$ cat config.mk
export PLATFORM = sky130hd
export DESIGN_NAME = traffic_input_conditioner
export DESIGN_NICKNAME = d
export VERILOG_FILES = /design/src/rtl/traffic_input_conditioner.sv
export SDC_FILE = /design/constraint.sdc
export NUM_CORES = 1
export LEC_CHECK = 0
export CAP_MARGIN = 5
export CORE_UTILIZATION = 55
export CTS_CLUSTER_DIAMETER = 40
export DETAILED_ROUTE_END_ITERATION = 8
export PLACE_DENSITY = 0.73
export SLEW_MARGIN = 20
export SYNTH_ARGS = -nofsm -noshare
export SYNTH_HDL_FRONTEND = slang
export SYNTH_SLANG_ARGS = --single-unit
$ cat constraint.sdc
create_clock -name i_clk -period 2.6 [get_ports i_clk]
set_input_delay 0.65 -clock i_clk [delete_from_list [all_inputs] [get_ports i_clk]]
set_output_delay 0.65 -clock i_clk [all_outputs]
set_load 0.03 [all_outputs]
$ cat src/rtl/traffic_input_conditioner.sv
// Input front-end for the traffic-light controller: synchronises and debounces the car
// sensors and push-buttons, turns button presses into single pulses, and generates the step tick.
module traffic_input_conditioner #(
    parameter int DEBOUNCE_CYCLES = 4,
    parameter int TICK_DIV        = 10
) (
    input  logic i_clk,
    input  logic i_rstn,
    input  logic i_sens_a,
    input  logic i_sens_b,
    input  logic i_btn_parade,
    input  logic i_btn_stop,
    output logic o_ta,
    output logic o_tb,
    output logic o_perad,
    output logic o_stop,
    output logic o_tick
);

    localparam int CH_A    = 0;
    localparam int CH_B    = 1;
    localparam int CH_PAR  = 2;
    localparam int CH_STOP = 3;

    localparam logic [7:0]  CNT_LAST  = 8'(DEBOUNCE_CYCLES - 1);
    localparam logic [15:0] TICK_LAST = 16'(TICK_DIV - 1);

    if (DEBOUNCE_CYCLES < 2 || DEBOUNCE_CYCLES > 255) begin : g_bad_debounce
        $error("traffic_input_conditioner: DEBOUNCE_CYCLES out of range 2..255");
    end
    if (TICK_DIV < 2 || TICK_DIV > 65535) begin : g_bad_tick
        $error("traffic_input_conditioner: TICK_DIV out of range 2..65535");
    end

    logic [3:0]  raw;
    logic [3:0]  sync_s1;
    logic [3:0]  sync_s2;
    logic [3:0]  stable;
    logic [1:0]  btn_stable_d;
    logic        par_rise;
    logic        stop_rise;
    logic        perad_q;
    logic        stop_q;
    logic [15:0] tcnt;
    logic        tick_q;

    assign raw = {i_btn_stop, i_btn_parade, i_sens_b, i_sens_a};

    // Stage boundary: two-flop synchroniser, raw -> s1 -> s2
    always_ff @(posedge i_clk or negedge i_rstn) begin
        if (!i_rstn) begin
            sync_s1 <= '0;
            sync_s2 <= '0;
        end else begin
            sync_s1 <= raw;
            sync_s2 <= sync_s1;
        end
    end

    // Stage boundary: per-channel debounce; any return to the stable level restarts the count
    for (genvar g = 0; g < 4; g++) begin : g_deb
        logic [7:0] cnt;
        logic       stab;

        always_ff @(posedge i_clk or negedge i_rstn) begin
            if (!i_rstn) begin
                cnt  <= '0;
                stab <= 1'b0;
            end else if (sync_s2[g] == stab) begin
                cnt <= '0;
            end else if (cnt == CNT_LAST) begin
                stab <= sync_s2[g];
                cnt  <= '0;
            end else begin
                cnt <= cnt + 8'd1;
            end
        end

        assign stable[g] = stab;
    end

    assign par_rise  = stable[CH_PAR]  & ~btn_stable_d[0];
    assign stop_rise = stable[CH_STOP] & ~btn_stable_d[1];

    // Stage boundary: press pulses; a simultaneous parade press is dropped in favour of stop
    always_ff @(posedge i_clk or negedge i_rstn) begin
        if (!i_rstn) begin
            btn_stable_d <= '0;
            perad_q      <= 1'b0;
            stop_q       <= 1'b0;
        end else begin
            btn_stable_d <= {stable[CH_STOP], stable[CH_PAR]};
            stop_q       <= stop_rise;
            perad_q      <= par_rise & ~stop_rise;
        end
    end

    // Stage boundary: free-running tick divider, strobe follows the wrap edge
    always_ff @(posedge i_clk or negedge i_rstn) begin
        if (!i_rstn) begin
            tcnt   <= '0;
            tick_q <= 1'b0;
        end else if (tcnt == TICK_LAST) begin
            tcnt   <= '0;
            tick_q <= 1'b1;
        end else begin
            tcnt   <= tcnt + 16'd1;
            tick_q <= 1'b0;
        end
    end

    assign o_ta    = stable[CH_A];
    assign o_tb    = stable[CH_B];
    assign o_perad = perad_q;
    assign o_stop  = stop_q;
    assign o_tick  = tick_q;

endmodule

==> metrics.md <==
| Metric | Value |
|---|---|
| Peak VDD IR | 527 uV |
| Crit-path max FO | 3 |
| First-pass GRT wire length | 7290 um |
| Buf+Inv Stages, Crit Path | 1 |
| CP top delay family | buffers and inverters |
| Worst setup SP type | register |
| Top post-synthesis cells by area | dfrtp_1 60%, xor2_1 8.7%, nor2_1 4.8%, xnor2_1 4.8%, nand3_1 4.8% |
| PortBufs | 10 |
| CTS resizes | 0 |
| FF-to-FF setup slack | 1.16 ns |
| Max incr delay on CP | 0.68 ns |
| Critical path class | register to output pin |
| Worst-path clk slew | 0.07 ns |
| Fin cells | 324 |
| Clock Tree Root | clkbuf_8 |
| Post-synth ARST share | 1.00 |
| Post-CTS Setup Bufs | 0 |
| Largest family of logic cells by synthesized area | simple AND/OR/NAND/NOR gates |
| Cell Count Post-Placement | 309 |
| Status | finished, final reports clean |
| RR Startpoint | g_deb[1].cnt[0] |
| Top cell type's share of synthesized area | 0.597 |
| GRT Overall Usage | 0.190 |
| Layout area overhead | 14.5% |
| Worst slew pin tran | 0.333 ns |
| Syn Inst Count | 231 |
| Static Leak | 0.00147 uW |
| Rel. slew slack | 0.777 |
| Setup TNS | 0 ns |
| Nets | 269 |
| Via count | 1671 |
| Share of layout cells above drive strength 1 | 0.0856 |
| Largest net degree at the start of global routing | 66 |
| P per Cell Area | 829 mW/mm^2 |
| Maximum clock rate | 0.490 GHz |
| Initial Utilization | 0.573 |
| Synth Area in Compound Gates | 0 |
| Io pins | 11 |
| # clock sinks | 65 |
| Detailed Route WL | 4150 um |
| Slew Limit Fails | 0 |
| Die Span X | 72.4 um |
| Multiplexer area fraction after synthesis | 0.0165 |
| Max Cap Viol | 0 |
| Syn Std Cell Area | 0.00273 mm^2 |
| FP Rows | 25 |
| Reg-to-Reg End | g_deb[1].cnt[2] |
| Routed Antenna Nets | 0 |
| Syn nets | 247 |
| Post-synth top cells | 65 x dfrtp_1, 35 x nor2_1, 27 x xor2_1 |
| Post-synthesis adder-cell area fraction | 0.0459 |
| Dominant synthesized flop cell | dfrtp_1 |
| DRC viols | 0 |
| Hold violation count in the final report | 0 |
| Ys Warns | 0 |
| Min cycle time layout | 2.04 ns |
| Die H | 72.4 um |
| CTS tree | built |
| Synthesized flop and latch total | 65 |
| Final Cell Area | 0.00312 mm^2 |
| Post-Synth Simple-Gate Area | 0.204 |
| DP HPWL | 2640 um |
| GP Congestion | 0.810 |
| Die area | 0.00524 mm^2 |
| Setup Viol. Count Final | 0 |
| Total CTS buffers | 9 |
| Ant diodes | 0 |
| Final Cycle Share | 0.785 |
| Count of unique library cells instantiated by Yosys | 21 |
| Pre-CTS setup slack | 0.913 ns |
| Clock Skew | 0.00471 ns |
| EDFF count, synth | 0 |
| Cts hold-fix bufs | 0 |
| CP Cell Sequence | clkdlybuf4s50_1 |
| Xor-xnor portion of the synthesized cell area | 0.135 |
| Initial drt markers | 81 |
| Cell Area, Placed | 0.00292 mm^2 |
| CP Capture Type | output pin |
| R2R cell count | 5 |
| HP Class | input pin to asynchronous set/reset pin |
| Vias per cell | 5.16 |
| Sequential share of the synthesized area | 0.597 |
| Worst path arrival time | 1.39 ns |
| RSZ-0062 raised after global routing | false |
| Slowest cell on crit path | clkdlybuf4s50_1 |
| Routed WL per cell | 12.8 um |
| Most numerous cell in the Yosys netlist | dfrtp_1 |
| Clock Latency Late Sink | 0.34 ns |
| Req. time, crit path | 1.95 ns |
| Initial antenna violation count | 0 |
| Drt first pass iters | 4 |
| H-tree levels | 3 |
| Syn Area/Cell | 11.8 um^2 |
| Total gr overflow | 0 |
| Area leader, netlist | dfrtp_1 |
| Vias in the first global route | 1604 |
| Clock Tree Buf Depth | 2 |
| Core ar. | 0.00475 mm^2 |
| Setup ws final | 0.559 ns |
==> worst max-delay path by stage <==
stage	from	depth (start not counted)	end
after floorplan	g_deb[1].cnt[0]	4	o_tb
after global placement	o_tb	1	o_tb
after detailed placement	o_tb	1	o_tb
after CTS	o_tb	1	o_tb
after global routing	o_tb	1	o_tb
final	o_tb	1	o_tb
==> per-layer routing <==
metal,up-vias,routed length (um),part of all wire,track usage
met5,-,0,0,0
met4,0,94,0.023,0.0915
met3,9,191,0.046,0.0653
met2,23,1840,0.44,0.273
met1,814,2030,0.49,0.260
li1,825,-,-,-
==> report_power, final <==
| part | internal [uW] | switching (uW) | total (uW) |
|---|---|---|---|
| Clock | 487 | 351 | 838 |
| Sequential | 1150 | 141 | 1290 |
| Combinational | 198 | 262 | 460 |
| Total | 1830 | 753 | 2590 |
==> sequential cells by signal, indices dropped and copies added, names as in the netlist <==
name          count
sync_s2           4
o_ta              1
btn_stable_d      2
o_tick            1
o_perad           1
sync_s1           4
g_deb.stab        2
tcnt             16
g_deb.cnt        32
o_tb              1
o_stop            1
==> stage by stage <==
| step | hold WS (ns) | total power (uW) | utilization |
|---|---|---|---|
| after global routing | 0.343 | 2730 | 0.656 |
| after CTS | 0.321 | 2620 | 0.656 |
| after detailed placement | 0.335 | 1770 | 0.615 |
| final | 0.318 | 2590 | 0.656 |
| after floorplan | 0.331 | 1580 | - |
| after global placement | 0.335 | 1760 | 0.615 |
==> kinds of logic after synthesis <==
| logic type | count (synthesis) |
|---|---|
| multiplexers | 4 |
| flip-flops | 65 |
| AND/OR/NAND/NOR | 109 |
| XOR/XNOR | 42 |
| buffers and inverters | 1 |
| adder cells (fa/ha/maj) | 10 |
==> cell type report <==
class | count | area, um^2
Clock inverter | 3 | 40.0
Fill cell | 386 | 1640
Inverter | 1 | 3.75
Sequential cell | 65 | 1630
Multi-Input combinational cell | 165 | 1090
Timing Repair Buffer | 11 | 115
Clock buffer | 12 | 155
Tap cell | 67 | 83.8
==> cell usage in the layout, fill, tap and decap left out, types with 2 or more instances in the layout <==
cell type,count
nor4_1,3
xnor2_1,15
nor3_1,4
xor2_1,27
ha_1,10
nand4_1,2
and3_1,12
and2_1,2
nand2_1,15
dfrtp_1,65
nor4b_1,4
clkdlybuf4s50_1,9
clkbuf_8,11
nand3_1,26
nor2_1,35
mux2_2,4
clkinv_2,2
Note: power is estimated with default switching activity, not from simulation.
